**config.mk**
```make
export PLATFORM = sky130hd
export DESIGN_NAME = solver_scheduler
export DESIGN_NICKNAME = d
export VERILOG_FILES = /design/src/rtl/solver_scheduler_pkg.sv /design/src/rtl/solver_scheduler_rr_arbiter.sv /design/src/rtl/solver_scheduler.sv
export SDC_FILE = /design/constraint.sdc
export NUM_CORES = 1
export LEC_CHECK = 0
export CAP_MARGIN = 40
export CORE_ASPECT_RATIO = 1.4
export CORE_MARGIN = 5
export CORE_UTILIZATION = 53
export CTS_CLUSTER_DIAMETER = 30
export DETAILED_ROUTE_END_ITERATION = 12
export DONT_BUFFER_PORTS = 1
export PLACE_DENSITY = 0.68
export SLEW_MARGIN = 20
export SYNTH_ARGS = -nofsm -noshare
export SYNTH_HDL_FRONTEND = slang
export SYNTH_HIERARCHICAL = 1
export SYNTH_SLANG_ARGS = --single-unit
```
**constraint.sdc**
```tcl
create_clock -name clock -period 13.01 [get_ports clock]
set_input_delay 3.2525 -clock clock [delete_from_list [all_inputs] [get_ports clock]]
set_output_delay 3.2525 -clock clock [all_outputs]
set_load 0.02 [all_outputs]
```
**src/rtl/solver_scheduler_pkg.sv**
```systemverilog
// Shared definitions for the solver scheduler and the pattern solvers.
// Holds FSM state encodings, pixel width, default frame geometry and a
// small index-wrap helper used by the round-robin arbiter.
package solver_scheduler_pkg;

  typedef enum logic [1:0] {
    ST_IDLE = 2'd0,
    ST_LOAD = 2'd1,
    ST_RUN  = 2'd2
  } state_e;

  localparam int unsigned PIX_W           = 4;
  localparam int unsigned DEF_NUM_SOLVERS = 4;
  localparam int unsigned DEF_NUM_COLUMNS = 640;
  localparam int unsigned DEF_NUM_ROWS    = 480;
  localparam int unsigned DEF_ADDR_W      = 19;

  // Folds idx back into [0, n) assuming idx < 2n.
  function automatic int unsigned rr_wrap(input int unsigned idx, input int unsigned n);
    return (idx >= n) ? idx - n : idx;
  endfunction

endpackage

```
**src/rtl/solver_scheduler_rr_arbiter.sv**
```systemverilog
// Round-robin arbiter for the solver holding buffers.
// Ports:
//   clock, reset   : rising-edge clock, synchronous active-low reset
//   clear          : forces the priority pointer to 0
//   req[N]         : valid holding buffers
//   hold           : current grant presented but not accepted
//   advance        : current grant accepted (transfer this cycle)
//   grant[N]       : one-hot grant
//   grant_idx      : index of the granted requester
//   grant_valid    : some requester is granted
// Only the priority pointer is registered; the grant is combinational.
module rr_arbiter
  import solver_scheduler_pkg::*;
#(
  parameter int unsigned N = 4,
  localparam int unsigned IDX_W = (N > 1) ? $clog2(N) : 1
) (
  input  logic             clock,
  input  logic             reset,
  input  logic             clear,
  input  logic [N-1:0]     req,
  input  logic             hold,
  input  logic             advance,
  output logic [N-1:0]     grant,
  output logic [IDX_W-1:0] grant_idx,
  output logic             grant_valid
);

  logic [IDX_W-1:0] ptr_q;
  logic [IDX_W-1:0] ptr_d;
  logic [IDX_W-1:0] scan_idx;

  // First requester at or after ptr_q wins.
  always_comb begin
    grant       = '0;
    grant_idx   = '0;
    grant_valid = 1'b0;
    scan_idx    = '0;
    for (int unsigned k = 0; k < N; k++) begin
      scan_idx = IDX_W'(rr_wrap(32'(ptr_q) + k, N));
      if (!grant_valid && req[scan_idx]) begin
        grant_valid     = 1'b1;
        grant_idx       = scan_idx;
        grant[scan_idx] = 1'b1;
      end
    end
  end

  // A stalled grant parks the pointer on itself, so the scan keeps
  // returning the same buffer even if a higher-priority one fills up.
  always_comb begin
    ptr_d = ptr_q;
    if (clear) begin
      ptr_d = '0;
    end else if (advance) begin
      ptr_d = IDX_W'(rr_wrap(32'(grant_idx) + 32'd1, N));
    end else if (hold) begin
      ptr_d = grant_idx;
    end
  end

  always_ff @(posedge clock) begin
    if (!reset) begin
      ptr_q <= '0;
    end else begin
      ptr_q <= ptr_d;
    end
  end

endmodule

```
**src/rtl/solver_scheduler.sv**
```systemverilog
// Frame sequencer and result arbiter for a bank of interleaved pattern
// solvers. Pulses the shared solver reset to start a frame, captures each
// solver's pixel into a one-entry holding buffer (stalling the solver via
// solver_continue while occupied) and merges the buffers round-robin onto
// one frame-buffer write port with a linear pixel address.
// Ports:
//   clock, reset        : rising-edge clock, synchronous active-low reset
//   start               : begin a frame (IDLE only)
//   solver_reset        : one-cycle restart pulse to all solvers
//   solver_continue[N]  : per-solver stall
//   solver_ready[N]     : per-solver result strobe
//   solver_out[4N]      : packed results, solver i at [4i+3:4i]
//   solver_done[N]      : per-solver frame-complete flags
//   wr_en/addr/data     : frame-buffer write request
//   wr_ready            : frame-buffer accept
//   busy                : high in LOAD and RUN
//   frame_done          : one-cycle end-of-frame pulse
//   overflow            : sticky dropped-result flag
module solver_scheduler
  import solver_scheduler_pkg::*;
#(
  parameter int unsigned NUM_SOLVERS = DEF_NUM_SOLVERS,
  parameter int unsigned NUM_COLUMNS = DEF_NUM_COLUMNS,
  parameter int unsigned NUM_ROWS    = DEF_NUM_ROWS,
  parameter int unsigned ADDR_W      = DEF_ADDR_W
) (
  input  logic                         clock,
  input  logic                         reset,
  input  logic                         start,
  output logic                         solver_reset,
  output logic [NUM_SOLVERS-1:0]       solver_continue,
  input  logic [NUM_SOLVERS-1:0]       solver_ready,
  input  logic [PIX_W*NUM_SOLVERS-1:0] solver_out,
  input  logic [NUM_SOLVERS-1:0]       solver_done,
  output logic                         wr_en,
  output logic [ADDR_W-1:0]            wr_addr,
  output logic [PIX_W-1:0]             wr_data,
  input  logic                         wr_ready,
  output logic                         busy,
  output logic                         frame_done,
  output logic                         overflow
);

  localparam int unsigned IDX_W = (NUM_SOLVERS > 1) ? $clog2(NUM_SOLVERS) : 1;
  localparam int unsigned COL_W = (NUM_COLUMNS > 1) ? $clog2(NUM_COLUMNS) : 1;
  localparam int unsigned AW1   = ADDR_W + 1;
  localparam logic [AW1-1:0]   ROW_STEP     = AW1'((NUM_SOLVERS - 1) * NUM_COLUMNS + 1);
  localparam logic [AW1-1:0]   FRAME_PIXELS = AW1'(NUM_COLUMNS * NUM_ROWS);
  localparam logic [COL_W-1:0] LAST_COL     = COL_W'(NUM_COLUMNS - 1);

  state_e state_q, state_d;

  logic [NUM_SOLVERS-1:0] valid_q, valid_d;
  logic [PIX_W-1:0]       data_q  [NUM_SOLVERS];
  logic [PIX_W-1:0]       data_d  [NUM_SOLVERS];
  logic [ADDR_W-1:0]      baddr_q [NUM_SOLVERS];
  logic [ADDR_W-1:0]      baddr_d [NUM_SOLVERS];
  logic [ADDR_W-1:0]      addr_q  [NUM_SOLVERS];
  logic [ADDR_W-1:0]      addr_d  [NUM_SOLVERS];
  logic [COL_W-1:0]       col_q   [NUM_SOLVERS];
  logic [COL_W-1:0]       col_d   [NUM_SOLVERS];
  logic                   overflow_q, overflow_d;

  logic [NUM_SOLVERS-1:0] grant;
  logic [NUM_SOLVERS-1:0] drain;
  logic [IDX_W-1:0]       grant_idx;
  logic                   grant_valid;
  logic                   frame_end;
  logic [AW1-1:0]         step_addr;

  rr_arbiter #(
    .N (NUM_SOLVERS)
  ) u_arb (
    .clock       (clock),
    .reset       (reset),
    .clear       (state_q == ST_LOAD),
    .req         (valid_q),
    .hold        (grant_valid && !wr_ready),
    .advance     (grant_valid && wr_ready),
    .grant       (grant),
    .grant_idx   (grant_idx),
    .grant_valid (grant_valid)
  );

  assign wr_en           = grant_valid;
  assign wr_addr         = grant_valid ? baddr_q[grant_idx] : '0;
  assign wr_data         = grant_valid ? data_q[grant_idx] : '0;
  assign drain           = grant & {NUM_SOLVERS{wr_ready}};
  assign solver_continue = valid_q & ~drain;
  assign overflow        = overflow_q;
  assign frame_end       = (&solver_done) && !(|valid_q) && !wr_en;

  // State register
  always_ff @(posedge clock) begin
    if (!reset) begin
      state_q <= ST_IDLE;
    end else begin
      state_q <= state_d;
    end
  end

  // Next-state logic
  always_comb begin
    state_d = state_q;
    case (state_q)
      ST_IDLE: if (start) state_d = ST_LOAD;
      ST_LOAD: state_d = ST_RUN;
      ST_RUN:  if (frame_end) state_d = ST_IDLE;
      default: state_d = ST_IDLE;
    endcase
  end

  // FSM outputs
  always_comb begin
    solver_reset = (state_q == ST_LOAD);
    busy         = (state_q == ST_LOAD) || (state_q == ST_RUN);
    frame_done   = (state_q == ST_RUN) && frame_end;
  end

  // Buffers and address counters
  always_comb begin
    valid_d    = valid_q;
    data_d     = data_q;
    baddr_d    = baddr_q;
    addr_d     = addr_q;
    col_d      = col_q;
    overflow_d = overflow_q;
    step_addr  = '0;
    case (state_q)
      ST_IDLE: begin
        if (start) overflow_d = 1'b0;
      end
      ST_LOAD: begin
        overflow_d = 1'b0;
        valid_d    = '0;
        for (int unsigned i = 0; i < NUM_SOLVERS; i++) begin
          addr_d[i] = ADDR_W'(i * NUM_COLUMNS);
          col_d[i]  = '0;
        end
      end
      ST_RUN: begin
        for (int unsigned i = 0; i < NUM_SOLVERS; i++) begin
          if (drain[i]) valid_d[i] = 1'b0;
          if (solver_ready[i]) begin
            if (valid_q[i] && !drain[i]) begin
              overflow_d = 1'b1;
            end else begin
              valid_d[i] = 1'b1;
              data_d[i]  = solver_out[PIX_W*i +: PIX_W];
              baddr_d[i] = addr_q[i];
              if (col_q[i] == LAST_COL) begin
                col_d[i]  = '0;
                step_addr = {1'b0, addr_q[i]} + ROW_STEP;
              end else begin
                col_d[i]  = col_q[i] + COL_W'(1);
                step_addr = {1'b0, addr_q[i]} + AW1'(1);
              end
              // Saturate past the last frame row so a runaway solver
              // can never wrap back onto the top of the frame.
              if (step_addr < FRAME_PIXELS) addr_d[i] = step_addr[ADDR_W-1:0];
            end
          end
        end
      end
      default: ;
    endcase
  end

  always_ff @(posedge clock) begin
    if (!reset) begin
      valid_q    <= '0;
      overflow_q <= 1'b0;
      for (int unsigned i = 0; i < NUM_SOLVERS; i++) begin
        data_q[i]  <= '0;
        baddr_q[i] <= '0;
        addr_q[i]  <= '0;
        col_q[i]   <= '0;
      end
    end else begin
      valid_q    <= valid_d;
      overflow_q <= overflow_d;
      data_q     <= data_d;
      baddr_q    <= baddr_d;
      addr_q     <= addr_d;
      col_q      <= col_d;
    end
  end

endmodule

```
==> impl_metrics.prom <==
# TYPE chip_impl_metric gauge
chip_impl_metric{name="routed_wirelength",unit="µm"} 35290
chip_impl_metric{name="clock.fmax",unit="MHz"} 139.7
chip_impl_metric{name="row_count",unit=""} 65
chip_impl_metric{name="antenna_violations_before_repair",unit=""} 0
chip_impl_metric{name="diodes",unit=""} 0
chip_impl_metric{name="floorplan.core_area",unit="µm²"} 22450
chip_impl_info{name="r2r-end",value="addr_q[53]$_SDFFE_PN0P_"} 1
chip_impl_info{name="mostFrequentLayoutCells",value="313 x nand2_1, 217 x dfxtp_1, 154 x a21oi_1"} 1
chip_impl_metric{name="global_route.overflow_total",unit=""} 0
chip_impl_metric{name="post_cts_clock_slew_at_the_launch_and_capture_registers_of_the_worst_setup_and_hold_paths",unit="ps"} 50
chip_impl_metric{name="numCtsBuffers",unit=""} 42
chip_impl_info{name="cells_taking_the_most_area_after_synthesis",value="dfxtp_1 36%, nand2_1 9.7%, a21oi_1 6.4%"} 1
chip_impl_info{name="synthFlopType",value="dfxtp_1"} 1
chip_impl_metric{name="first_pass_grt_wire_length",unit="µm"} 56550
chip_impl_metric{name="fp.dieW",unit="µm"} 137.5
chip_impl_metric{name="drt-wirelength-per-cell",unit="µm"} 19.56
chip_impl_metric{name="asyncSetResetFlopFracSynth",unit="%"} 0
chip_impl_metric{name="postSynthRegisterBits",unit=""} 217
chip_impl_metric{name="timing_hold_violations_final",unit=""} 0
chip_impl_metric{name="cts_post_setup_buffers_inserted",unit=""} 0
chip_impl_metric{name="global_route.usage.met1",unit="%"} 33.16
chip_impl_metric{name="h-tree-depth",unit=""} 2
chip_impl_metric{name="global_route.usage.met3",unit="%"} 4.754
chip_impl_metric{name="initial_core_util",unit="%"} 53.70
chip_impl_info{name="clock_tree.root_cell",value="clkbuf_16"} 1
chip_impl_metric{name="port-buffer-count",unit=""} 0
chip_impl_metric{name="yosysWarningCount",unit=""} 6
chip_impl_metric{name="hold-path-cell-count",unit=""} 2
chip_impl_metric{name="filler_cell_count",unit=""} 2033
chip_impl_metric{name="drt-vias-per-instance",unit=""} 6.126
chip_impl_info{name="worst_min_path_class",value="register to register"} 1
chip_impl_metric{name="detailedRoute.firstPassIterationCount",unit=""} 5
chip_impl_metric{name="first_iter_violations",unit=""} 766
chip_impl_metric{name="post_cts_resized",unit=""} 0
chip_impl_info{name="crit_chain",value="nand4_1 -> nor3_1 -> nand2_1 -> nor2_1"} 1
chip_impl_metric{name="post-route-period-util",unit="%"} 55.02
chip_impl_metric{name="post_route_cells_drive_above_1_share",unit="%"} 10.51
chip_impl_metric{name="gp_congestion",unit=""} 0.8925
chip_impl_metric{name="slew_violations",unit=""} 0
chip_impl_metric{name="worst_pin_slew",unit="ps"} 853.2
chip_impl_metric{name="endpoint_required_time_on_the_critical_path",unit="ps"} 9760
chip_impl_metric{name="die_h",unit="µm"} 188.4
chip_impl_metric{name="post_synth_num_cell_types",unit=""} 86
chip_impl_metric{name="number_of_flops_mapped_to_enable_cells_by_yosys",unit=""} 0
chip_impl_metric{name="syn_nets",unit=""} 1565
chip_impl_metric{name="ff2ff_setup_slack",unit="ps"} 8140
chip_impl_info{name="top_usage_layer",value="met2"} 1
chip_impl_info{name="synth_area_leader_cell",value="dfxtp_1"} 1
chip_impl_metric{name="static-leakage-power",unit="µW"} 0.004837
chip_impl_info{name="worstSetupPathType",value="input pin to primary output"} 1
chip_impl_metric{name="fin_tns_setup",unit="ps"} 0
chip_impl_info{name="cts_tree",value="yes"} 1
chip_impl_info{name="grt_setup_unrepaired",value="false"} 1
chip_impl_metric{name="grt.met2_usage",unit="%"} 45.75
chip_impl_metric{name="holdBufCountCts",unit=""} 0
chip_impl_info{name="critical_path.reg2reg.startpoint",value="u_arb/ptr_q[0]$_SDFFE_PP0P_"} 1
chip_impl_metric{name="cts.sink_count",unit=""} 217
chip_impl_metric{name="post_synth_inst_count",unit=""} 1502
chip_impl_metric{name="path_max_fanout",unit=""} 3
chip_impl_info{name="worst_path_dominant_cell_family",value="simple AND/OR/NAND/NOR gates"} 1
chip_impl_metric{name="die_area",unit="µm²"} 25900
chip_impl_metric{name="drc_errors",unit=""} 0
chip_impl_metric{name="ir_worst_vdd",unit="µV"} 102.3
chip_impl_metric{name="cts_max_path_buffers",unit=""} 3
chip_impl_metric{name="final_nets",unit=""} 1538
chip_impl_metric{name="synthesis.area_per_instance",unit="µm²"} 8.025
chip_impl_metric{name="cp_data_arrival_time",unit="ps"} 3910
chip_impl_metric{name="postRouteAntennaNets",unit=""} 0
chip_impl_metric{name="synth-seq-area-share",unit="%"} 36.04
chip_impl_metric{name="max_stage_delay",unit="ps"} 330
chip_impl_metric{name="num_io_pins",unit=""} 60
chip_impl_info{name="status",value="complete, no violations"} 1
chip_impl_info{name="most_frequent_standard_cell_in_the_layout_excluding_fill_and_tap_cells",value="nand2_1"} 1
chip_impl_metric{name="total_power",unit="µW"} 1916
chip_impl_metric{name="grt_pass1_vias",unit=""} 10660
chip_impl_metric{name="fin_crit",unit="ps"} 7158
chip_impl_info{name="min-delay-start",value="data_q[1]$_SDFFE_PN0P_"} 1
chip_impl_metric{name="relSlewSlack",unit="%"} 42.91
chip_impl_metric{name="worst_r2r_path_depth",unit=""} 15
chip_impl_info{name="worst_setup_path_end_kind",value="primary output"} 1
chip_impl_info{name="hold_path_end",value="data_q[1]$_SDFFE_PN0P_"} 1
chip_impl_metric{name="timing.final.setup_violations",unit=""} 0
chip_impl_metric{name="powerDensity",unit="nW/µm²"} 140.0
chip_impl_metric{name="place.detailed.hpwl",unit="µm"} 24560
chip_impl_metric{name="post-synth-top-area-fraction",unit="%"} 36.04
chip_impl_metric{name="critical_path_buf_inv_count",unit=""} 0
chip_impl_metric{name="synth.cell_area",unit="µm²"} 12050
chip_impl_metric{name="clock_insertion_delay_worst_skew",unit="ps"} 520
chip_impl_metric{name="num_vias",unit=""} 11050
chip_impl_metric{name="grt_start_max_net_pins",unit=""} 66
chip_impl_metric{name="clock-skew-final",unit="ps"} 16.28
chip_impl_metric{name="grtUsageTotal",unit="%"} 27.28
chip_impl_info{name="timing.critical_path.slowest_stage_cell",value="nor2_1"} 1
chip_impl_info{name="critPathLaunchType",value="input pin"} 1
chip_impl_metric{name="cap_violations",unit=""} 0
chip_impl_metric{name="area_growth",unit="%"} 13.49
-- cell usage after synthesis, types with 8 or more instances --
| cell | count |
|---|---|
| a211oi_1 | 11 |
| a21o_1 | 18 |
| a21oi_1 | 154 |
| a22oi_1 | 12 |
| a311oi_1 | 9 |
| a31oi_1 | 12 |
| and2_1 | 36 |
| and3_1 | 24 |
| and4_1 | 10 |
| buf_2 | 18 |
| clkbuf_1 | 68 |
| dfxtp_1 | 217 |
| ha_1 | 35 |
| inv_1 | 41 |
| mux2i_1 | 15 |
| mux4_2 | 26 |
| nand2_1 | 313 |
| nand2b_1 | 13 |
| nand3_1 | 47 |
| nand4_1 | 29 |
| nor2_1 | 88 |
| nor3_1 | 18 |
| o21ai_0 | 40 |
| o21ai_1 | 14 |
| o21bai_1 | 8 |
| o31ai_1 | 13 |
| or2_2 | 9 |
| or3_1 | 16 |
| xnor2_1 | 19 |
| xor2_1 | 20 |
-- final cells by class --
class                           instances  area [µm²]  area share, %
Tap cell                              301       376.6          2.753
Sequential cell                       217        4344          31.75
Clock buffer                           54        1210          8.844
Clock inverter                         18       195.2          1.427
Multi-Input combinational cell       1147        7147          52.24
Inverter                               42       160.2          1.171
Timing Repair Buffer                   25       247.7          1.811
-- cell families (layout without fill, tap and decap cells) --
family / count (synthesis) / count (layout) / share of synthesized area, %
compound gates: 386 / 386 / 21.16
xor+xnor: 39 / 39 / 2.834
fa+ha+maj: 35 / 35 / 3.633
buf+inv: 138 / 139 / 4.733
flops: 217 / 217 / 36.04
mux: 44 / 44 / 6.508
simple gates: 643 / 643 / 25.09
-- layer usage --
layer,wire length [µm],share of wire (%),up-vias
met5,0,0,-
met4,1917,5.4,0
met3,1948,5.5,101
met2,17260,49,297
met1,14170,40,5313
li1,-,-,5340
-- worst register-to-register path, delay by kind of cell (launching register included) --
kind                       cells  cell delay [ps]
AOI/OAI and AO/OA              7             1620
buffers and inverters          2              370
DFF                            1              650
and+or+nand+nor                4             1370
muxes                          1              400
adders and majority gates      1              390
-- state kept, by name, indices dropped and copies added (netlist names) --
signal and count:
u_arb/ptr_q 2, data_q 16, state_q 2, addr_q 76, overflow 1, baddr_q 76
col_q 40, valid_q 4
-- per-stage QoR --
stage | instances | utilization, % | hold WS [ps] | cell area (µm²) | worst slack [ps]
3_3_place_gp | 1721 | 54.05 | 439.3 | 12130 | 5809
4_1_cts | 1804 | 60.95 | 452.7 | 13680 | 5848
5_1_grt | 1804 | 60.95 | 476.3 | 13680 | 5669
3_5_place_dp | 1732 | 54.69 | 446.0 | 12280 | 5846
2_1_floorplan | 1502 | - | 433.1 | 12050 | 5862
6_report | 1804 | 60.95 | 451.7 | 13680 | 5852
-- worst max-delay path by stage --
| stage | from | endpoint | cells after the start | slack [ps] |
|---|---|---|---|---|
| 3_3_place_gp | wr_ready | solver_continue[3] | 1 | 5810 |
| 5_1_grt | u_arb/ptr_q[0]$_SDFFE_PP0P_ | wr_data[3] | 9 | 5670 |
| 3_5_place_dp | solver_done[2] | frame_done | 4 | 5850 |
| 2_1_floorplan | wr_ready | solver_continue[1] | 1 | 5860 |
| 6_report | solver_done[2] | frame_done | 4 | 5850 |
| 4_1_cts | solver_done[2] | frame_done | 4 | 5850 |
-- power breakdown --
| part | internal (µW) | switching [µW] | leakage, µW |
|---|---|---|---|
| clock network | 712 | 352 | 0.000676 |
| logic | 48.7 | 118 | 0.00241 |
| registers | 676 | 9.37 | 0.00175 |
| total | 1440 | 479 | 0.00484 |
Note: power is estimated with default switching activity, not from simulation.
